==> config.mk <==
export PLATFORM = sky130hd
export DESIGN_NAME = pbs_br_loop_sched
export DESIGN_NICKNAME = d
export VERILOG_FILES = /design/src/rtl/pbs_br_loop_sched_pkg.sv /design/src/rtl/pbs_br_cmd_cnt.sv /design/src/rtl/pbs_br_loop_sched.sv
export SDC_FILE = /design/constraint.sdc
export NUM_CORES = 1
export LEC_CHECK = 0
export CAP_MARGIN = 20
export CORE_ASPECT_RATIO = 0.5
export CORE_MARGIN = 4
export CORE_UTILIZATION = 47
export CTS_CLUSTER_DIAMETER = 50
export DETAILED_ROUTE_END_ITERATION = 7
export PLACE_DENSITY = 0.81
export SYNTH_ARGS = -nofsm -noshare
export SYNTH_HDL_FRONTEND = slang
export SYNTH_SLANG_ARGS = --single-unit
==> constraint.sdc <==
create_clock -name clk -period 3.1 [get_ports clk]
set_input_delay 0.62 -clock clk [delete_from_list [all_inputs] [get_ports clk]]
set_output_delay 0.62 -clock clk [all_outputs]
set_load 0.02 [all_outputs]
==> src/rtl/pbs_br_loop_sched_pkg.sv <==
// Shared FSM encoding, width helpers and command record for the BR loop scheduler.
// The command record uses fixed generous field widths; the top truncates to the parameterised port widths.
package pbs_br_loop_sched_pkg;

  typedef enum logic [2:0] {
    ST_IDLE,
    ST_CREDIT,
    ST_BSK,
    ST_ISSUE,
    ST_DRAIN,
    ST_DONE
  } state_t;

  localparam int CMD_LOOP_W = 16;
  localparam int CMD_PID_W  = 8;
  localparam int CMD_POLY_W = 4;
  localparam int CMD_LVL_W  = 4;

  typedef struct packed {
    logic [CMD_LOOP_W-1:0] loop;
    logic [CMD_PID_W-1:0]  pid;
    logic [CMD_POLY_W-1:0] poly;
    logic [CMD_LVL_W-1:0]  lvl;
    logic                  first;
    logic                  last;
  } br_cmd_t;

  function automatic int clog2_min1(input int n);
    return ($clog2(n) < 1) ? 1 : $clog2(n);
  endfunction

  function automatic int loop_width(input int lwe_k);
    return clog2_min1(lwe_k);
  endfunction

  function automatic int poly_width(input int glwe_k);
    return clog2_min1(glwe_k + 1);
  endfunction

  function automatic int lvl_width(input int pbs_l);
    return clog2_min1(pbs_l);
  endfunction

  function automatic int idx_width(input int batch_max);
    return clog2_min1(batch_max);
  endfunction

endpackage

==> src/rtl/pbs_br_cmd_cnt.sv <==
// Nested lvl/poly/pid-index counter walking the external-product commands of one iteration.
// Wraps to all-zero after the last command so the next iteration starts clean.
module pbs_br_cmd_cnt
  import pbs_br_loop_sched_pkg::*;
#(
  parameter int GLWE_K    = 1,
  parameter int PBS_L     = 1,
  parameter int BATCH_MAX = 8,
  localparam int IDX_W    = idx_width(BATCH_MAX),
  localparam int POLY_W   = poly_width(GLWE_K),
  localparam int LVL_W    = lvl_width(PBS_L)
) (
  input  logic              clk,
  input  logic              s_rst,
  input  logic              clr,
  input  logic              en,
  input  logic [IDX_W-1:0]  pid_max,
  output logic [IDX_W-1:0]  pid_idx,
  output logic [POLY_W-1:0] poly,
  output logic [LVL_W-1:0]  lvl,
  output logic              first,
  output logic              last
);

  logic [IDX_W-1:0]  idx_reg;
  logic [POLY_W-1:0] poly_reg;
  logic [LVL_W-1:0]  lvl_reg;
  logic              lvl_last;
  logic              poly_last;
  logic              idx_last;

  assign lvl_last  = (lvl_reg == LVL_W'(PBS_L - 1));
  assign poly_last = (poly_reg == POLY_W'(GLWE_K));
  assign idx_last  = (idx_reg == pid_max);

  always_ff @(posedge clk) begin
    if (s_rst || clr) begin
      idx_reg  <= '0;
      poly_reg <= '0;
      lvl_reg  <= '0;
    end else if (en) begin
      if (lvl_last) begin
        lvl_reg <= '0;
        if (poly_last) begin
          poly_reg <= '0;
          idx_reg  <= idx_last ? '0 : idx_reg + 1'b1;
        end else begin
          poly_reg <= poly_reg + 1'b1;
        end
      end else begin
        lvl_reg <= lvl_reg + 1'b1;
      end
    end
  end

  assign pid_idx = idx_reg;
  assign poly    = poly_reg;
  assign lvl     = lvl_reg;
  assign first   = (idx_reg == '0) && (poly_reg == '0) && (lvl_reg == '0);
  assign last    = idx_last && poly_last && lvl_last;

endmodule

==> src/rtl/pbs_br_loop_sched.sv <==
// Blind-rotation loop scheduler: per iteration, one BSK slice request followed by one
// external-product command per (pid, poly, lvl), throttled by a loop-credit counter.
module pbs_br_loop_sched
  import pbs_br_loop_sched_pkg::*;
#(
  parameter int LWE_K        = 839,
  parameter int GLWE_K       = 1,
  parameter int PBS_L        = 1,
  parameter int BATCH_MAX    = 8,
  parameter int PID_W        = 5,
  parameter int MAX_INFLIGHT = 2,
  localparam int LOOP_W      = loop_width(LWE_K),
  localparam int POLY_W      = poly_width(GLWE_K),
  localparam int LVL_W       = lvl_width(PBS_L),
  localparam int CNT_W       = $clog2(BATCH_MAX + 1)
) (
  input  logic                       clk,
  input  logic                       s_rst,
  input  logic                       batch_vld,
  output logic                       batch_rdy,
  input  logic [CNT_W-1:0]           batch_cnt,
  input  logic [BATCH_MAX*PID_W-1:0] batch_pid,
  output logic                       bsk_req_vld,
  input  logic                       bsk_req_rdy,
  output logic [LOOP_W-1:0]          bsk_req_loop,
  output logic                       cmd_vld,
  input  logic                       cmd_rdy,
  output logic [LOOP_W-1:0]          cmd_loop,
  output logic [PID_W-1:0]           cmd_pid,
  output logic [POLY_W-1:0]          cmd_poly,
  output logic [LVL_W-1:0]           cmd_lvl,
  output logic                       cmd_first,
  output logic                       cmd_last,
  input  logic                       loop_done,
  output logic                       batch_done,
  output logic                       busy,
  output logic                       err_underflow
);

  localparam int IDX_W = idx_width(BATCH_MAX);
  localparam int INF_W = $clog2(MAX_INFLIGHT + 1);

  state_t                         state_reg;
  logic [LOOP_W-1:0]              loop_reg;
  logic [IDX_W-1:0]               pid_max_reg;
  logic [IDX_W-1:0]               pid_max_next;
  logic [BATCH_MAX-1:0][PID_W-1:0] pid_list_reg;
  logic [INF_W-1:0]               inflight_reg;
  logic                           err_reg;
  logic                           batch_rdy_reg;
  logic                           bsk_vld_reg;
  logic                           cmd_vld_reg;
  logic                           busy_reg;
  logic                           done_reg;
  br_cmd_t                        cmd_reg;
  br_cmd_t                        cmd_next;

  logic                           batch_take;
  logic                           bsk_take;
  logic                           cmd_take;
  logic                           last_take;
  logic                           cmd_load;

  logic [IDX_W-1:0]               cnt_idx;
  logic [POLY_W-1:0]              cnt_poly;
  logic [LVL_W-1:0]               cnt_lvl;
  logic                           cnt_first;
  logic                           cnt_last;
  logic                           unused_cmd_bits;

  assign batch_take = (state_reg == ST_IDLE) && batch_rdy_reg && batch_vld;
  assign bsk_take   = bsk_vld_reg && bsk_req_rdy;
  assign cmd_take   = cmd_vld_reg && cmd_rdy;
  assign last_take  = cmd_take && cmd_reg.last;
  // The counter always points at the command to be loaded next into cmd_reg.
  assign cmd_load   = bsk_take || (cmd_take && !cmd_reg.last);

  // A count of 0 is treated as 1; anything above BATCH_MAX is clamped.
  always_comb begin
    pid_max_next = '0;
    if (batch_cnt > CNT_W'(BATCH_MAX)) begin
      pid_max_next = IDX_W'(BATCH_MAX - 1);
    end else if (batch_cnt != '0) begin
      pid_max_next = IDX_W'(batch_cnt - 1'b1);
    end
  end

  pbs_br_cmd_cnt #(
    .GLWE_K    (GLWE_K),
    .PBS_L     (PBS_L),
    .BATCH_MAX (BATCH_MAX)
  ) u_cmd_cnt (
    .clk     (clk),
    .s_rst   (s_rst),
    .clr     (batch_take),
    .en      (cmd_load),
    .pid_max (pid_max_reg),
    .pid_idx (cnt_idx),
    .poly    (cnt_poly),
    .lvl     (cnt_lvl),
    .first   (cnt_first),
    .last    (cnt_last)
  );

  always_ff @(posedge clk) begin
    if (batch_take) begin
      pid_list_reg <= batch_pid;
    end
  end

  always_comb begin
    cmd_next       = '0;
    cmd_next.loop  = CMD_LOOP_W'(loop_reg);
    cmd_next.pid   = CMD_PID_W'(pid_list_reg[cnt_idx]);
    cmd_next.poly  = CMD_POLY_W'(cnt_poly);
    cmd_next.lvl   = CMD_LVL_W'(cnt_lvl);
    cmd_next.first = cnt_first;
    cmd_next.last  = cnt_last;
  end

  always_ff @(posedge clk) begin
    if (s_rst) begin
      cmd_reg <= '0;
    end else if (cmd_load) begin
      cmd_reg <= cmd_next;
    end
  end

  // Simultaneous issue and retire cancel; a retire with no credit outstanding is flagged.
  always_ff @(posedge clk) begin
    if (s_rst) begin
      inflight_reg <= '0;
      err_reg      <= 1'b0;
    end else if (last_take && !loop_done) begin
      inflight_reg <= inflight_reg + 1'b1;
    end else if (loop_done && !last_take) begin
      if (inflight_reg == '0) begin
        err_reg <= 1'b1;
      end else begin
        inflight_reg <= inflight_reg - 1'b1;
      end
    end
  end

  always_ff @(posedge clk) begin
    if (s_rst) begin
      state_reg     <= ST_IDLE;
      loop_reg      <= '0;
      pid_max_reg   <= '0;
      batch_rdy_reg <= 1'b0;
      bsk_vld_reg   <= 1'b0;
      cmd_vld_reg   <= 1'b0;
      busy_reg      <= 1'b0;
      done_reg      <= 1'b0;
    end else begin
      done_reg <= 1'b0;
      case (state_reg)
        ST_IDLE: begin
          batch_rdy_reg <= 1'b1;
          if (batch_take) begin
            batch_rdy_reg <= 1'b0;
            busy_reg      <= 1'b1;
            loop_reg      <= '0;
            pid_max_reg   <= pid_max_next;
            state_reg     <= ST_CREDIT;
          end
        end
        ST_CREDIT: begin
          if (inflight_reg < INF_W'(MAX_INFLIGHT)) begin
            bsk_vld_reg <= 1'b1;
            state_reg   <= ST_BSK;
          end
        end
        ST_BSK: begin
          if (bsk_take) begin
            bsk_vld_reg <= 1'b0;
            cmd_vld_reg <= 1'b1;
            state_reg   <= ST_ISSUE;
          end
        end
        ST_ISSUE: begin
          if (last_take) begin
            cmd_vld_reg <= 1'b0;
            if (loop_reg == LOOP_W'(LWE_K - 1)) begin
              state_reg <= ST_DRAIN;
            end else begin
              loop_reg  <= loop_reg + 1'b1;
              state_reg <= ST_CREDIT;
            end
          end
        end
        ST_DRAIN: begin
          if (inflight_reg == '0) begin
            done_reg  <= 1'b1;
            state_reg <= ST_DONE;
          end
        end
        ST_DONE: begin
          busy_reg      <= 1'b0;
          batch_rdy_reg <= 1'b1;
          state_reg     <= ST_IDLE;
        end
        default: begin
          state_reg <= ST_IDLE;
        end
      endcase
    end
  end

  assign batch_rdy       = batch_rdy_reg;
  assign bsk_req_vld     = bsk_vld_reg;
  assign bsk_req_loop    = loop_reg;
  assign cmd_vld         = cmd_vld_reg;
  assign cmd_loop        = cmd_reg.loop[LOOP_W-1:0];
  assign cmd_pid         = cmd_reg.pid[PID_W-1:0];
  assign cmd_poly        = cmd_reg.poly[POLY_W-1:0];
  assign cmd_lvl         = cmd_reg.lvl[LVL_W-1:0];
  assign cmd_first       = cmd_reg.first;
  assign cmd_last        = cmd_reg.last;
  assign batch_done      = done_reg;
  assign busy            = busy_reg;
  assign err_underflow   = err_reg;
  assign unused_cmd_bits = ^cmd_reg;

endmodule

==> run metrics, run 1 <==
status=complete, no violations; Post-CTS Setup Repair Bufs=0; Via-to-Cell Ratio=5.16; post-cts resize count=0; # hold bufs at CTS=0; total power=2.89 mW; Largest register FFs=40; Cells after DPL=506; Die ar.=0.00936 mm^2; insertion delay to the later sink of the worst-skew pair=0.34 ns; ranking of synthesized cells by area=edfxtp_1 33%, dfxtp_1 25%, mux2i_1 5.7%, a21oi_1 3.8%, nand2_1 3.4%; WHS Path Cells=2; Int Power=2.11 mW; mean routed wirelength per cell=14.8 um; r2r setup slk=1.15 ns; Critical R2R Capture=pid_max_reg[2]; Clk pwr share=33.7%; Mapped Area=0.00367 mm^2; H-tree levels=3; Vias=2691; Worst EP required=2.48 ns; First DRT Iteration DRCs=170; gpl congestion=0.767; RSZ-0062 raised after global routing=false; synth warn=0; crit path buf inv count=1; count of different cell masters after synthesis=49; TNS Setup=0 ns; critical path type=flip-flop to output port; Clock Path Buffers=2; critical path arrival=1.53 ns; vias in the first global route=2634; Post-DRT Antenna Nets=0; Tot GR Track Use=16.7%; syn avg cell area=10.8 um^2; Routed WL=7720 um; Sw Ratio=27.1%; Clk Tree Root Cell=clkbuf_16; first-pass GRT wire length=12500 um; Final Max Slew Viols=0; ys flop type=dfxtp_1; EDFF count, synth=40; period utilization=69.3%; Crit. End Element=output port; Pwr per Cell Area=606 mW/mm^2; Psw=0.783 mW; Max Cap Violations=0; die height=70.5 um; Yosys top cell area share=32.8%; Worst-Margin Slew=0.654 ns; endpoints failing hold=0; first-pass detailed-route iteration total=4; count of final setup violators=0; Fmax=465 MHz; number of buffers created by CTS=9; Clock transition at path regs=0.06 ns; CP max FO=9; pin count of the biggest net entering global routing=33; Hold Path Sink=cmd_loop[2]; initial antenna violation count=0; leakage power total=1.55 nW; die width=133 um; Max transition margin=56.4%; cell taking the most area after synthesis=edfxtp_1; DRC=0; final worst clock skew=0.00602 ns; fin crit period=2.15 ns; Mapped Cells=341; share of cells above drive strength 1=5.56%; reg2reg path depth=5; reg-to-reg critical path startpoint=state_reg[2]; Initial Util=49.1%; IO buf count=83; row count=22; Worst path slowest cell=clkdlybuf4s50_1; TritonCTS Sinks=86; CTS tree=done; nets=465; crit-path cells=clkdlybuf4s50_1; post-synthesis sequential area ratio=57.9%; Logic pwr share=17.1%; post-synthesis register bit count=86; fraction of registers with async set/reset=0%; CP top delay family=buffers and inverters; Hold/Removal Path Class=flip-flop to flip-flop; Final HPWL DP=5390 um; Setup crit start kind=flip-flop; HP Start=cmd_loop[2]; net count after synthesis=397; core box area=0.00746 mm^2; Layout area overhead=30.2%; Final Non-Filler Cells=522; VDD IR max=0.387 mV; IO Pins=85; GRT Residual Overflow=0; diode count=0; Crit path largest cell delay=0.69 ns; Flop pwr share=49.2%
==> synth_stat cells, drive strengths merged (5+ instances only) <==
| cell | instances |
|---|---|
| buf | 17 |
| nand2 | 33 |
| dfxtp | 46 |
| a21oi | 28 |
| ha | 6 |
| nor3 | 15 |
| inv | 9 |
| nand4 | 5 |
| nor2 | 30 |
| clkbuf | 12 |
| o21ai | 8 |
| edfxtp | 40 |
| xnor2 | 7 |
| o22ai | 10 |
| mux2i | 21 |
| nand3 | 5 |
==> final cells by class <==
type | count | area (um^2)
timing repair buffer | 86 | 866
multi-input combinational | 217 | 1350
clock buffer | 10 | 229
fill | 569 | 2690
sequential | 86 | 2120
tap | 108 | 135
inverter | 9 | 33.8
clock inverter | 6 | 40.0
==> cells in the final DEF, fill, tap and decap left out, types with 2 or more instances in the layout <==
master | netlist | final
nand2b_1 | 2 | 2
and4_1 | 2 | 2
nor3_1 | 15 | 15
mux2i_1 | 21 | 21
nor4_1 | 4 | 4
ha_1 | 6 | 6
a311oi_1 | 3 | 3
and3b_1 | 2 | 2
edfxtp_1 | 40 | 40
buf_4 | 11 | 2
a21oi_1 | 28 | 28
nor2_1 | 29 | 29
o31ai_1 | 3 | 3
xnor2_1 | 7 | 7
clkbuf_16 | 0 | 9
a22oi_1 | 2 | 2
or4_1 | 3 | 3
clkdlybuf4s50_1 | 0 | 83
nor3b_1 | 3 | 3
nand3b_1 | 2 | 2
nand3_1 | 4 | 4
xor2_1 | 2 | 2
clkinvlp_4 | 0 | 3
nor2b_1 | 4 | 4
nand4_1 | 5 | 5
o22ai_1 | 10 | 10
inv_1 | 9 | 9
o21ai_0 | 8 | 8
nand2_1 | 33 | 33
dfxtp_1 | 46 | 46
==> power groups by stage <==
stage | Combinational, mW | Sequential, mW | Clock, mW
2_1_floorplan | 0.292 | 1.45 | 0
3_3_place_gp | 0.488 | 1.44 | 0
6_report | 0.495 | 1.42 | 0.976
3_5_place_dp | 0.496 | 1.45 | 0
5_1_grt | 0.540 | 1.44 | 1.04
4_1_cts | 0.500 | 1.42 | 0.992
==> layer usage <==
| metal | up-vias | GRT usage (%) | part of all wire, % |
|---|---|---|---|
| met4 | 0 | 6.45 | 1.7 |
| met5 | - | 0 | 0 |
| met3 | 16 | 6.26 | 5.6 |
| met1 | 1254 | 20.9 | 46 |
| li1 | 1356 | - | - |
| met2 | 65 | 26.5 | 46 |
==> per-stage QoR <==
stage	setup slack (ns)	area, um^2	hold WS (ns)	utilization, %
floorplan	0.417	3670	0.478	-
global placement	0.664	4500	0.440	60.4
detailed placement	0.591	4500	0.446	60.4
CTS	0.931	4770	0.454	64.0
global route	0.804	4770	0.465	64.0
finish	0.951	4770	0.453	64.0
==> cells by family (layout without fill, tap and decap cells) <==
logic type / count (synthesis) / after routing / synth area share (%)
XOR/XNOR: 9 / 9 / 2.15
buffers and inverters: 38 / 111 / 5.43
AND/OR/NAND/NOR: 115 / 115 / 15.5
adder cells (fa/ha/maj): 6 / 6 / 2.05
other: 1 / 1 / 0.102
multiplexers: 21 / 21 / 5.73
AO/OA/AOI/OAI: 65 / 65 / 11.1
flip-flops: 86 / 86 / 57.9
==> tightest hold or removal path: stages, from the launching register on <==
cell and delay (ns):
dfxtp_1 0.31, nand2_1 0.05, a21oi_1 0.05
==> worst max-delay path by stage <==
| stage | start | to | depth (start not counted) |
|---|---|---|---|
| 6_report | bsk_req_loop[4] | bsk_req_loop[4] | 1 |
| 5_1_grt | batch_vld | pid_max_reg[2] | 6 |
| 4_1_cts | batch_vld | pid_max_reg[2] | 6 |
| 3_5_place_dp | batch_vld | pid_max_reg[0] | 6 |
| 3_3_place_gp | batch_vld | pid_max_reg[2] | 6 |
| 2_1_floorplan | batch_vld | pid_max_reg[0] | 6 |
(Power assumes the default switching activity.)
==> inputs of run 2 (changes only) <==
==> constraint.sdc (replaced) <==
create_clock -name clk -period 2 [get_ports clk]
set_input_delay 0.4 -clock clk [delete_from_list [all_inputs] [get_ports clk]]
set_output_delay 0.4 -clock clk [all_outputs]
set_load 0.02 [all_outputs]
==> run 2 against run 1 <==
Clock-buffer cell count up 2; routed wire length up 2.7%; sequential share of layout area down 1.5 points; sequential cell count unchanged; clock power up 76%; power up 65%; die area unchanged; register-to-register slack worse by 0.94 ns; sequential power up 56%; critical path type unchanged; critical endpoint is now bsk_req_loop[2]; largest power group unchanged.
==> run metrics, run 2 (synthesized netlist as in run 1, its figures left out) <==
status=complete, no violations; Worst EP required=1.60 ns (-0.88 ns); Layout area overhead=34.8%; H-tree levels=3 (unchanged); Setup crit start kind=flip-flop; crit path buf inv count=1 (unchanged); Crit path largest cell delay=0.67 ns (-0.02 ns); vias in the first global route=2893 (+9.8%); Clock transition at path regs=0.06 ns (about the same); Via-to-Cell Ratio=5.28 (+2.5%); pre-CTS setup slack=-0.0962 ns (-0.687 ns); commonest non-fill, non-tap cells in the layout=83 x clkdlybuf4s50_1, 46 x dfxtp_1, 40 x edfxtp_1; Pwr per Cell Area=963 mW/mm^2 (+59%); critical path arrival=1.49 ns (-0.04 ns); IO buf count=83 (unchanged); first-pass GRT wire length=13500 um (+8.2%); Clk Tree Root Cell=clkbuf_16; initial antenna violation count=0 (unchanged); Clock Path Buffers=2 (unchanged); total power=4.76 mW (+65%); Cells after DPL=520 (+2.8%); final worst clock skew=0.00463 ns (-0.00140 ns); count of final setup violators=0 (unchanged); leakage power total=1.66 nW (+6.7%); Hold/Removal Path Class=flip-flop to flip-flop; VDD IR max=0.536 mV (+38%); First DRT Iteration DRCs=242 (+42%); TritonCTS Sinks=86 (unchanged); Vias=2831 (+5.2%); Final Max Slew Viols=0 (unchanged); wire length on met1=3290 um (-7.8%); most common cell after layout, fill and taps aside=clkdlybuf4s50_1; Post-DRT Antenna Nets=0 (unchanged); cell area after placement=0.00463 mm^2 (+2.9%); hold slack final=0.454 ns (+0.00110 ns); period utilization=94.6%; Crit. End Element=output port; Top Metal Used=met4; critical path type=flip-flop to output port; DRC=0 (unchanged); Final HPWL DP=5900 um (+9.4%); Worst path slowest cell=clkdlybuf4s50_1; row count=22 (unchanged); nets=479 (+3.0%); Fmax=529 MHz; Post-CTS Setup Repair Bufs=0 (unchanged); number of buffers created by CTS=9 (unchanged); die height=70.5 um (unchanged); Routed WL=7930 um (+2.7%); RSZ-0062 raised after global routing=false; crit-path cells=clkdlybuf4s50_1; CP top delay family=buffers and inverters; worst setup margin=0.109 ns (-0.842 ns); Largest register FFs=40 (unchanged); met2 WL post-DR=3940 um (+10%); endpoints failing hold=0 (unchanged); insertion delay to the later sink of the worst-skew pair=0.33 ns (about the same); GRT Residual Overflow=0 (unchanged); diode count=0 (unchanged); die width=133 um (unchanged); post-cts resize count=0 (unchanged); Final Instance Area=0.00494 mm^2 (+3.6%); CP max FO=8 (-1); pin count of the biggest net entering global routing=29 (-12%); Final Non-Filler Cells=536 (+2.7%); share of cells above drive strength 1=8.41% (+2.9 points); IO Pins=85 (unchanged); core box area=0.00746 mm^2 (unchanged); Initial Util=49.1% (unchanged); fin crit period=1.89 ns; # hold bufs at CTS=0 (unchanged); gpl congestion=0.860 (+12%); met3 routed WL=579 um (+34%); mean routed wirelength per cell=14.8 um (about the same); CTS tree=done; first-pass detailed-route iteration total=5 (+1); Tot GR Track Use=18.1% (+1.3 points); Die ar.=0.00936 mm^2 (unchanged); Max Cap Violations=0 (unchanged)
-- run 2: cell count changes in the layout (fill, tap and decap cells not counted), sizes merged --
cell / before / now
buf: 3 / 17
bufinv: 0 / 2
clkbuf: 10 / 12
clkinv: 3 / 1
clkinvlp: 3 / 1
-- run 2: worst paths after layout --
kind / start / to / slack (ns) / cells past startpoint
min: cmd_loop[8] / cmd_loop[8] / 0.45 / 2
min reg2reg: cmd_loop[8] / cmd_loop[8] / 0.45 / 2
max: bsk_req_loop[2] / bsk_req_loop[2] / 0.11 / 1
max reg2reg: state_reg[0] / bsk_req_loop[2] / 0.21 / 5
-- run 2: metal layers --
metal / track usage (%) / vias up
met5: 0 / -
met4: 5.99 / 0
met3: 6.91 / 14
met2: 31.3 / 90
met1: 20.7 / 1338
li1: - / 1389
-- run 2: where the power goes --
group / total, mW / leakage (nW) / switching (mW) / internal [mW]
registers: 2.21 / 0.741 / 0.121 / 2.09
logic: 0.833 / 0.771 / 0.434 / 0.398
clock network: 1.72 / 0.147 / 0.628 / 1.09
-- run 2: metrics by stage --
| step | util (%) | TNS [ns] |
|---|---|---|
| 6_report | 66.3 | 0 |
| 5_1_grt | 66.3 | 0 |
| 4_1_cts | 66.3 | 0 |
| 3_5_place_dp | 62.1 | -0.104 |
| 3_3_place_gp | 62.1 | 0 |
| 2_1_floorplan | - | 0 |
-- run 2: final cells by class --
class                   count  area (um^2)
fillers                   566         2520
flip-flops and latches     86         2120
multi-input cells         217         1350
repair buffers            100          996
clock buffers              12          236
well taps                 108          135
clock inverters             4         72.6
inverters                   9         33.8
-- run 2: worst min-delay path, cell delays in order, from the launching register on --
cell and delay, ns:
dfxtp_1 0.31, nand2_1 0.05, a21oi_1 0.05
==> inputs of run 3 (changes only) <==
--- a/config.mk
+++ b/config.mk
@@ -7,7 +7,6 @@
 export LEC_CHECK = 0
 export CAP_MARGIN = 20
 export CORE_ASPECT_RATIO = 0.5
-export CORE_MARGIN = 4
 export CORE_UTILIZATION = 47
 export CTS_CLUSTER_DIAMETER = 50
 export DETAILED_ROUTE_END_ITERATION = 7
@@ -15,3 +14,4 @@
 export SYNTH_ARGS = -nofsm -noshare
 export SYNTH_HDL_FRONTEND = slang
 export SYNTH_SLANG_ARGS = --single-unit
+export TNS_END_PERCENT = 20
==> run 3 against run 2 <==
Largest cell class unchanged; hold slack worse by 0.0044 ns; non-clock buffer count unchanged; final area down 0.68%; first-iteration DRC count down 33%.
==> run metrics, run 3 (synthesized netlist as in run 1, its figures left out) <==
endpoints failing hold=0 (unchanged); Hold/Removal Path Class=flip-flop to flip-flop; first-pass detailed-route iteration total=4 (-1); IO buf count=83 (unchanged); IO Pins=85 (unchanged); Largest register FFs=40 (unchanged); GRT Residual Overflow=0 (unchanged); Fmax=522 MHz (-1.3%); CP max FO=9 (+1); fin crit period=1.92 ns (+0.0241 ns); # hold bufs at CTS=0 (unchanged); pin count of the biggest net entering global routing=32 (+10%); hold slack final=0.450 ns (-0.00436 ns); most common cell after layout, fill and taps aside=clkdlybuf4s50_1; period utilization=95.8% (+1.2 points); critical path arrival=1.52 ns (+0.03 ns); die width=127 um (-4.5%); core box area=0.00743 mm^2 (-0.37%); post-cts resize count=0 (unchanged); Die ar.=0.00818 mm^2 (-13%); nets=479 (unchanged); die height=64.5 um (-8.5%); gpl congestion=0.825 (-4.1%); Crit. End Element=output port; count of final setup violators=0 (unchanged); Final Instance Area=0.00491 mm^2 (-0.68%); Worst path slowest cell=clkdlybuf4s50_1; Psw=1.21 mW (+1.9%); Sw Ratio=25.9% (+1.1 points); crit path to=bsk_req_loop[4]; WP depth=1 (unchanged); status=complete, no violations; Worst EP required=1.60 ns (about the same); crit path buf inv count=1 (unchanged); CP top delay family=buffers and inverters; reg-to-reg critical path startpoint=bsk_req_loop[4]; Pwr per Cell Area=947 mW/mm^2 (-1.7%); row count=22 (unchanged); Tot GR Track Use=20.7% (+2.6 points); number of buffers created by CTS=9 (unchanged); RSZ-0062 raised after global routing=false; cell area after placement=0.00462 mm^2 (-0.32%); Clk pwr share=34.6% (-1.5 points); Max Cap Violations=0 (unchanged); Routed WL=7870 um (-0.76%); reg2reg path depth=4 (-1); Initial Util=49.3% (+0.18 points); Vias=2813 (-0.64%); share of cells above drive strength 1=8.41% (unchanged); Worst Setup SP=bsk_req_loop[4]; diode count=0 (unchanged); TNS Setup=0 ns (unchanged); Critical R2R Capture=bsk_req_loop[4]; insertion delay to the later sink of the worst-skew pair=0.34 ns (about the same); Int Power=3.44 mW (-3.7%); Final Max Slew Viols=0 (unchanged); crit-path cells=clkdlybuf4s50_1; r2r setup slk=0.30 ns (+0.09 ns); Clock transition at path regs=0.06 ns (about the same); leakage power total=1.65 nW (-0.80%); Post-CTS Setup Repair Bufs=0 (unchanged); Crit path largest cell delay=0.67 ns (about the same); Setup crit start kind=flip-flop; mean routed wirelength per cell=15.0 um (+1.5%); Logic pwr share=18.1% (+0.6 points); Clk Tree Root Cell=clkbuf_16; CTS tree=done; final worst clock skew=0.00502 ns (+0.000397 ns); H-tree levels=3 (unchanged); Post-DRT Antenna Nets=0 (unchanged); Clock Path Buffers=2 (unchanged); Flop pwr share=47.3% (+0.9 points); Layout area overhead=33.9%; pre-CTS setup slack=0.00765 ns (+0.104 ns); DRC=0 (unchanged); initial antenna violation count=0 (unchanged); first-pass GRT wire length=12900 um (-4.2%); vias in the first global route=2716 (-6.1%); Final HPWL DP=5500 um (-6.9%); commonest non-fill, non-tap cells in the layout=83 x clkdlybuf4s50_1, 46 x dfxtp_1, 40 x edfxtp_1; fin util=66.0% (-0.21 points); worst setup margin=0.0847 ns (-0.0241 ns); VDD IR max=0.557 mV (+4.0%); First DRT Iteration DRCs=163 (-33%); TritonCTS Sinks=86 (unchanged); Via-to-Cell Ratio=5.37 (+1.6%); critical path type=flip-flop to output port
## run 3: cell types whose count changed in the layout (fill, tap and decap cells not counted)
cell        delta
clkinvlp_4     +1
clkinv_1       +3
clkinv_2       -1
clkinv_4       +1
bufinv_16      -1
clkbuf_1       -3
## run 3: power by group through the flow
| stage | Clock (mW) | Sequential [mW] | Combinational (mW) |
|---|---|---|---|
| after floorplan | 0 | 2.24 | 0.454 |
| after global placement | 0 | 2.23 | 0.826 |
| after detailed placement | 0 | 2.24 | 0.841 |
| after CTS | 1.65 | 2.20 | 0.847 |
| after global routing | 1.71 | 2.22 | 0.927 |
| final | 1.61 | 2.20 | 0.840 |
## run 3: worst min path at each step
stage | start | end | cells after the start
final | cmd_loop[4] | cmd_loop[4] | 2
after floorplan | inflight_reg[0] | batch_done | 1
after global placement | cmd_loop[8] | cmd_loop[8] | 2
after CTS | cmd_loop[5] | cmd_loop[5] | 2
after detailed placement | cmd_loop[5] | cmd_loop[5] | 2
after global routing | cmd_loop[4] | cmd_loop[4] | 2
## run 3: through the flow
step / power (mW) / std cells
final: 4.65 / 524
after CTS: 4.70 / 524
after global placement: 3.05 / 508
after detailed placement: 3.08 / 508
after global routing: 4.86 / 524
after floorplan: 2.70 / 341
## run 3: cell type report
| cell class | count | area, um^2 |
|---|---|---|
| fillers | 582 | 2520 |
| flip-flops and latches | 86 | 2120 |
| multi-input cells | 217 | 1350 |
| repair buffers | 100 | 996 |
| clock buffers | 9 | 225 |
| well taps | 96 | 120 |
| clock inverters | 7 | 65.1 |
| inverters | 9 | 33.8 |
## run 3: routing by layer
layer  vias to the layer above  global-route usage [%]  part of all wire (%)
met5                         -                       0                     0
met4                         0                    6.55                   1.2
met3                        10                    6.36                   5.4
met2                        71                    35.3                    49
met1                      1343                    25.4                    45
li1                       1389                       -                     -
